==> src/rtl/nmr_pkg.sv <==
// Shared types and sizing helpers for the N-modular-redundancy compare/voter.
package nmr_pkg;

  typedef enum logic [2:0] {
    IDLE    = 3'd0,
    COLLECT = 3'd1,
    READY   = 3'd2,
    COMPARE = 3'd3,
    REPORT  = 3'd4
  } nmr_state_t;

  localparam int N_CH_MAX = 8;
  // Wide enough to count agreement among any legal channel count
  localparam int CNT_W = $clog2(N_CH_MAX + 1);

  function automatic int timer_width(input int timeout_cyc);
    return (timeout_cyc <= 2) ? 1 : $clog2(timeout_cyc);
  endfunction

endpackage

==> src/rtl/nmr_vote_core.sv <==
// Combinational word-level majority vote over the captured channel words.
module nmr_vote_core
  import nmr_pkg::*;
#(
  parameter int N_CH   = 3,
  parameter int DATA_W = 32
) (
  input  logic [N_CH*DATA_W-1:0] words,
  input  logic [N_CH-1:0]        captured,
  input  logic [N_CH-1:0]        missing,
  output logic [DATA_W-1:0]      voted_data,
  output logic [N_CH-1:0]        fault_mask,
  output logic                   is_match,
  output logic                   no_majority
);

  logic [CNT_W-1:0]  agree_s [N_CH];
  logic              win_found_s;
  logic [DATA_W-1:0] win_word_s;
  logic              all_eq_s;

  // Count, for every channel, how many captured channels hold the same word
  always_comb begin
    for (int i = 0; i < N_CH; i++) begin
      agree_s[i] = '0;
      for (int j = 0; j < N_CH; j++) begin
        if (captured[j] && (words[j*DATA_W +: DATA_W] == words[i*DATA_W +: DATA_W])) begin
          agree_s[i] = agree_s[i] + CNT_W'(1);
        end else begin
          agree_s[i] = agree_s[i];
        end
      end
    end
  end

  // Pick the lowest-index captured channel whose word has a strict majority
  always_comb begin
    win_found_s = 1'b0;
    win_word_s  = '0;
    for (int i = 0; i < N_CH; i++) begin
      if (!win_found_s && captured[i] && ((2 * int'(agree_s[i])) > N_CH)) begin
        win_found_s = 1'b1;
        win_word_s  = words[i*DATA_W +: DATA_W];
      end else begin
        win_found_s = win_found_s;
        win_word_s  = win_word_s;
      end
    end
  end

  // Derive vote result, per-channel faults and the full-match flag
  always_comb begin
    all_eq_s = (missing == '0);
    for (int i = 1; i < N_CH; i++) begin
      if (words[i*DATA_W +: DATA_W] != words[DATA_W-1:0]) begin
        all_eq_s = 1'b0;
      end else begin
        all_eq_s = all_eq_s;
      end
    end
    fault_mask = '1;
    if (win_found_s) begin
      voted_data  = win_word_s;
      no_majority = 1'b0;
      for (int i = 0; i < N_CH; i++) begin
        fault_mask[i] = missing[i] | (words[i*DATA_W +: DATA_W] != win_word_s);
      end
    end else begin
      voted_data  = '0;
      no_majority = 1'b1;
    end
    is_match = all_eq_s;
  end

endmodule

==> src/rtl/nmr_compare_voter.sv <==
// N-channel compare/voter: captures one word per core, votes on start, and
// holds registered results until every contributing core acknowledges.
module nmr_compare_voter
  import nmr_pkg::*;
#(
  parameter int N_CH        = 3,
  parameter int DATA_W      = 32,
  parameter int TIMEOUT_CYC = 1024
) (
  input  logic                   clk,
  input  logic                   reset,
  input  logic [N_CH*DATA_W-1:0] data_in,
  input  logic [N_CH-1:0]        data_set,
  input  logic                   start,
  input  logic [N_CH-1:0]        ack,
  output logic [DATA_W-1:0]      voted_data,
  output logic [N_CH-1:0]        fault_mask,
  output logic [N_CH-1:0]        missing_mask,
  output logic                   is_match,
  output logic                   no_majority,
  output logic                   done,
  output logic                   data_read,
  output logic                   interrupt_prompt
);

  localparam int TMR_W = timer_width(TIMEOUT_CYC);
  localparam logic [TMR_W-1:0] TMR_LAST = TMR_W'(TIMEOUT_CYC - 1);

  nmr_state_t             state_r;
  logic [N_CH*DATA_W-1:0] cap_data_r;
  logic [N_CH*DATA_W-1:0] cap_data_s;
  logic [N_CH-1:0]        captured_r;
  logic [N_CH-1:0]        captured_s;
  logic [N_CH-1:0]        acked_r;
  logic [N_CH-1:0]        acked_s;
  logic [TMR_W-1:0]       timer_r;

  logic [DATA_W-1:0]      vote_data_s;
  logic [N_CH-1:0]        vote_fault_s;
  logic                   vote_match_s;
  logic                   vote_nomaj_s;

  nmr_vote_core #(
    .N_CH   (N_CH),
    .DATA_W (DATA_W)
  ) u_vote (
    .words       (cap_data_r),
    .captured    (captured_r),
    .missing     (missing_mask),
    .voted_data  (vote_data_s),
    .fault_mask  (vote_fault_s),
    .is_match    (vote_match_s),
    .no_majority (vote_nomaj_s)
  );

  // Latch each channel's word the first time its data_set is seen
  always_comb begin
    cap_data_s = cap_data_r;
    for (int i = 0; i < N_CH; i++) begin
      if (data_set[i] && !captured_r[i]) begin
        cap_data_s[i*DATA_W +: DATA_W] = data_in[i*DATA_W +: DATA_W];
      end else begin
        cap_data_s[i*DATA_W +: DATA_W] = cap_data_r[i*DATA_W +: DATA_W];
      end
    end
    captured_s = captured_r | data_set;
    acked_s    = acked_r | ack;
  end

  // Control FSM with capture, timer, ack tracking and registered results
  always_ff @(posedge clk) begin
    if (!reset) begin
      state_r          <= IDLE;
      cap_data_r       <= '0;
      captured_r       <= '0;
      acked_r          <= '0;
      timer_r          <= '0;
      voted_data       <= '0;
      fault_mask       <= '0;
      missing_mask     <= '0;
      is_match         <= 1'b0;
      no_majority      <= 1'b0;
      done             <= 1'b0;
      data_read        <= 1'b0;
      interrupt_prompt <= 1'b0;
    end else begin
      case (state_r)
        IDLE: begin
          if (|data_set) begin
            state_r    <= COLLECT;
            cap_data_r <= cap_data_s;
            captured_r <= captured_s;
            timer_r    <= '0;
          end
        end
        COLLECT: begin
          cap_data_r <= cap_data_s;
          captured_r <= captured_s;
          timer_r    <= timer_r + TMR_W'(1);
          // A capture landing on the deadline cycle still counts as on time
          if (&captured_s) begin
            state_r          <= READY;
            missing_mask     <= '0;
            data_read        <= 1'b1;
            interrupt_prompt <= 1'b1;
          end else if (timer_r == TMR_LAST) begin
            state_r          <= READY;
            missing_mask     <= ~captured_s;
            data_read        <= 1'b1;
            interrupt_prompt <= 1'b1;
          end
        end
        READY: begin
          if (start) begin
            state_r          <= COMPARE;
            interrupt_prompt <= 1'b0;
          end
        end
        COMPARE: begin
          state_r          <= REPORT;
          voted_data       <= vote_data_s;
          fault_mask       <= vote_fault_s;
          is_match         <= vote_match_s;
          no_majority      <= vote_nomaj_s;
          done             <= 1'b1;
          interrupt_prompt <= 1'b1;
          acked_r          <= '0;
        end
        REPORT: begin
          acked_r <= acked_s;
          // Channels that never delivered are excused from acknowledging
          if (&(acked_s | missing_mask)) begin
            state_r          <= IDLE;
            cap_data_r       <= '0;
            captured_r       <= '0;
            acked_r          <= '0;
            timer_r          <= '0;
            voted_data       <= '0;
            fault_mask       <= '0;
            missing_mask     <= '0;
            is_match         <= 1'b0;
            no_majority      <= 1'b0;
            done             <= 1'b0;
            data_read        <= 1'b0;
            interrupt_prompt <= 1'b0;
          end
        end
        default: begin
          state_r <= IDLE;
        end
      endcase
    end
  end

endmodule
==> config.mk <==
export PLATFORM = sky130hd
export DESIGN_NAME = nmr_compare_voter
export DESIGN_NICKNAME = d
export VERILOG_FILES = /design/src/rtl/nmr_pkg.sv /design/src/rtl/nmr_vote_core.sv /design/src/rtl/nmr_compare_voter.sv
export SDC_FILE = /design/constraint.sdc
export NUM_CORES = 1
export LEC_CHECK = 0
export ABC_AREA = 1
export CORE_ASPECT_RATIO = 1.2
export CORE_MARGIN = 1
export CORE_UTILIZATION = 45
export CTS_BUF_LIST = sky130_fd_sc_hd__clkbuf_8
export DETAILED_ROUTE_END_ITERATION = 6
export PLACE_DENSITY = 0.7
export SLEW_MARGIN = 0
export SYNTH_ARGS = -nofsm -noshare
export SYNTH_HDL_FRONTEND = slang
export SYNTH_HIERARCHICAL = 1
export SYNTH_SLANG_ARGS = --single-unit
==> constraint.sdc <==
create_clock -name clk -period 2.9 [get_ports clk]
set_clock_uncertainty 0.1 [all_clocks]
set_input_delay 0.725 -clock clk [delete_from_list [all_inputs] [get_ports clk]]
set_output_delay 0.725 -clock clk [all_outputs]
set_load 0.005 [all_outputs]
==> results.py <==
metrics = {
    "setup_path": {
        "reg2reg_to": "fault_mask[1]",
        "crit_start": "cap_data_r[45]",
        "critPathLaunchType": "register",
        "path_max_fanout": 6,
        "critPathRequiredTime_ps": 3170,
        "path_common_cell": "nand2_4",
        "cp_slowest_cell": "dfxtp_4",
        "r2r_cells": 27,
        "endpoint_kind": "register",
        "cpPeakStageDelay_ps": 370,
        "critPathKind": "reg -> reg",
        "cp.arrival_ps": 4350,
        "r2r_slack_ps": -1180,
        "r2r-start": "cap_data_r[45]",
        "crit_path_end": "fault_mask[1]",
    },
    "synth": {
        "yosysTopAreaCell": "dfxtp_1",
        "ys_ff_latch": 158,
        "seq_area_frac_synth_pct": 28.2,
        "syn_inst": 1879,
        "synth_top_family_by_area": "simple AND/OR/NAND/NOR gates",
        "avgSynthCellArea_sq_um": 5.97,
        "synth-xor-area-share_pct": 4.37,
        "synth_fa_ha_area_share_pct": 0.781,
        "ys_warn_count": 6,
        "ys_async_sr_fraction_pct": 0,
        "synth.most_common_cell": "nand2_1",
        "ys_top_cells_by_count": "596 x nand2_1, 233 x inv_1, 191 x nor2_1, 165 x a21oi_1, 158 x dfxtp_1",
        "synth_cell_types": 41,
        "synth_area_sq_um": 11200,
        "synth_edf_count": 0,
        "synthSimpleGateAreaFrac_pct": 43.6,
        "synth_top_area_share_pct": 28.2,
        "synth-compound-area-share_pct": 10.2,
        "ys.flop_type": "dfxtp_1",
        "synth.area.mux_share_pct": 0,
        "synth_nets": 1991,
        "synth_area_leaders": "dfxtp_1 28%, nand2_1 20%, inv_1 7.8%, a21oi_1 7.4%, nand4_1 6.6%",
    },
    "cells_and_area": {
        "syn_to_final_growth_pct": 50.7,
        "post-route-cell-area_sq_um": 16900,
        "fin_util_pct": 69.8,
        "drive_above_1_share_pct": 26.7,
        "n_fill_cell": 2193,
        "antenna_cells": 0,
        "nNetsFinal": 2433,
    },
    "cts": {
        "h-tree-depth": 4,
        "cts_root_buf": "clkbuf_8",
        "clock-sinks": 158,
        "numCtsBuffers": 17,
        "ctsLongestPathBuffers": 2,
        "clk_pin_slew_worst_paths_ps": 100,
        "cts_tree": "done",
        "hold_buffers": 0,
        "clock_latency_ps": 500,
    },
    "floorplan": {
        "fp-row-count": 62,
        "die_w_um": 146,
        "die_y_um": 175,
        "die-area_sq_um": 25600,
        "coreArea_sq_um": 24200,
        "initial_core_util_pct": 46.3,
        "ios": 148,
    },
    "sta": {
        "rsz0062_at_grt": "true",
        "setup_ws_ps": -1180,
        "maxSlewHeadroom_pct": 47.8,
        "hold_viol": 0,
        "setup_violations": 36,
        "min_period_ps": 4080,
        "worst_pin_slew_ps": 783,
        "fin_setup_tns_ps": -22450,
        "fin_crit_sh_pct": 141,
        "clock.fmax_mhz": 245,
        "maxSlewViolCount": 0,
    },
    "routing": {
        "vias_per_cell": 5.53,
        "drt-total-wl_um": 52900,
        "drtPass1Iterations": 5,
        "top_layer": "met4",
        "drtIter0Drc": 1496,
        "route.met3.wl_um": 4430,
        "vias": 14686,
        "post-route-drc-count": 0,
        "drt.antenna.violating_nets": 0,
        "wl_per_cell_um": 19.9,
        "met2_length_um": 23900,
        "wl_met1_um": 21200,
    },
    "placed_design": {
        "place_ws_ps": -1510,
        "hpwl_um": 41100,
        "place_congestion": 1.04,
        "place_area_sq_um": 15300,
        "port_buffers": 147,
    },
    "power": {
        "p_int_mw": 5.83,
        "p_total_mw": 11.2,
        "power_frac_clock_pct": 15.0,
        "p_seq_share_pct": 27.8,
        "sw_frac_of_total_pct": 47.7,
        "irDropWorstVdd_mv": 0.564,
        "p_leak_nw": 7.82,
        "comb_power_share_pct": 57.3,
        "p_sw_mw": 5.33,
        "power-per-cell-area_nw_per_um2": 661,
    },
    "global_route": {
        "grt_pass1_wl_um": 77900,
        "grt.total_usage_pct": 40.7,
        "antenna_found_initial": 0,
        "grt_start_max_net_pins": 42,
        "overflow": 0,
        "grt_pass1_vias": 13449,
    },
    "run": {
        "max_cap_viol_count": 0,
    },
    "run_status": {
        "outcome": "complete, but fails checks",
        "violations": "negative setup slack",
    },
    "hold_path": {
        "hold_path.class": "reg -> reg",
    },
}
what timing repair did:
item | CTS | global route
buffers inserted | 36 | 13
gates cloned | 4 | 0
pin swaps | 69 | 58
endpoints found under the setup margin | 36 | 36
gates resized for setup | 148 | 82
power groups by stage:
stage          Sequential, mW  Clock, mW  Combinational [mW]
2_1_floorplan            3.11          0                3.10
3_3_place_gp             3.10          0                5.87
3_5_place_dp             3.11          0                5.91
4_1_cts                  3.07       1.66                6.06
5_1_grt                  3.14       1.75                6.77
6_report                 3.10       1.67                6.39
per-stage QoR:
step	std cells	hold WS [ps]
after floorplan	1879	352
final	2654	367
after detailed placement	2577	354
after global placement	2577	348
after CTS	2645	367
after global routing	2654	383
kinds of logic after synthesis:
group	Yosys count
buffers and inverters	336
AND/OR/NAND/NOR	1107
AO/OA/AOI/OAI	215
adder cells (fa/ha/maj)	7
flip-flops	158
XOR/XNOR	56
worst max-delay path, delay by kind of cell, from the launching register on:
kind / cells / cell delay, ps
buffers and inverters: 6 / 620
AND/OR/NAND/NOR: 16 / 2010
adder cells (fa/ha/maj): 1 / 290
AO/OA/AOI/OAI: 3 / 300
flip-flops: 1 / 370
XOR/XNOR: 1 / 240
how the worst min path moves through the flow:
stage                   startpoint             end  slack [ps]  cells after the start
floorplan               acked_r[0]      acked_r[0]         350                      2
global placement    voted_data[16]  voted_data[16]         350                      2
detailed placement  voted_data[17]  voted_data[17]         350                      2
CTS                 voted_data[16]  voted_data[16]         370                      2
global route        voted_data[16]  voted_data[16]         380                      2
finish              voted_data[22]  voted_data[22]         370                      2
sequential cells by signal (all words and copies together), names as in the netlist:
| register | flops |
|---|---|
| acked_r | 3 |
| cap_data_r | 96 |
| captured_r | 3 |
| data_read | 1 |
| done | 1 |
| fault_mask | 3 |
| interrupt_prompt | 1 |
| is_match | 1 |
| missing_mask | 3 |
| no_majority | 1 |
| state_r | 3 |
| timer_r | 10 |
| voted_data | 32 |
cell type report:
| type | count | area [sq um] | area share [%] |
|---|---|---|---|
| Tap cell | 320 | 400 | 2.37 |
| Timing Repair inverter | 1 | 16.3 | 0.0963 |
| Timing Repair Buffer | 509 | 4640 | 27.5 |
| Sequential cell | 158 | 3210 | 19.0 |
| Multi-Input combinational cell | 1385 | 7290 | 43.2 |
| Clock buffer | 17 | 234 | 1.39 |
| Inverter | 249 | 957 | 5.67 |
| Clock inverter | 15 | 139 | 0.822 |
routing by layer:
| layer | vias up | global-route usage, % |
|---|---|---|
| met3 | 187 | 6.14 |
| li1 | 6909 | - |
| met1 | 6783 | 51.4 |
| met5 | - | 0 |
| met2 | 807 | 66.8 |
| met4 | 0 | 21.9 |
cells in the final DEF, fill, tap and decap left out, types with 4 or more instances in the layout:
cell,netlist,routed
nand2_1,596,538
buf_4,5,301
inv_1,233,217
nor2_1,191,173
a21oi_1,165,158
clkdlybuf4s50_1,0,147
dfxtp_1,158,128
nand4_1,118,118
nand3_1,139,116
nand2_2,17,51
xnor2_1,52,48
buf_6,10,35
inv_2,13,28
nand2_4,4,27
dfxtp_2,0,25
nand3_2,8,23
o21ai_0,24,21
nor2_2,9,20
buf_12,0,20
clkbuf_8,0,17
nand3b_1,12,12
nand3_4,2,10
nor2_4,1,8
a21oi_2,2,7
ha_1,7,6
inv_4,2,5
dfxtp_4,0,5
o2111ai_1,6,5
o22ai_1,5,5
o21ai_2,3,4
xor2_1,4,4
buf_8,1,4
Note: power is estimated with default switching activity, not from simulation.
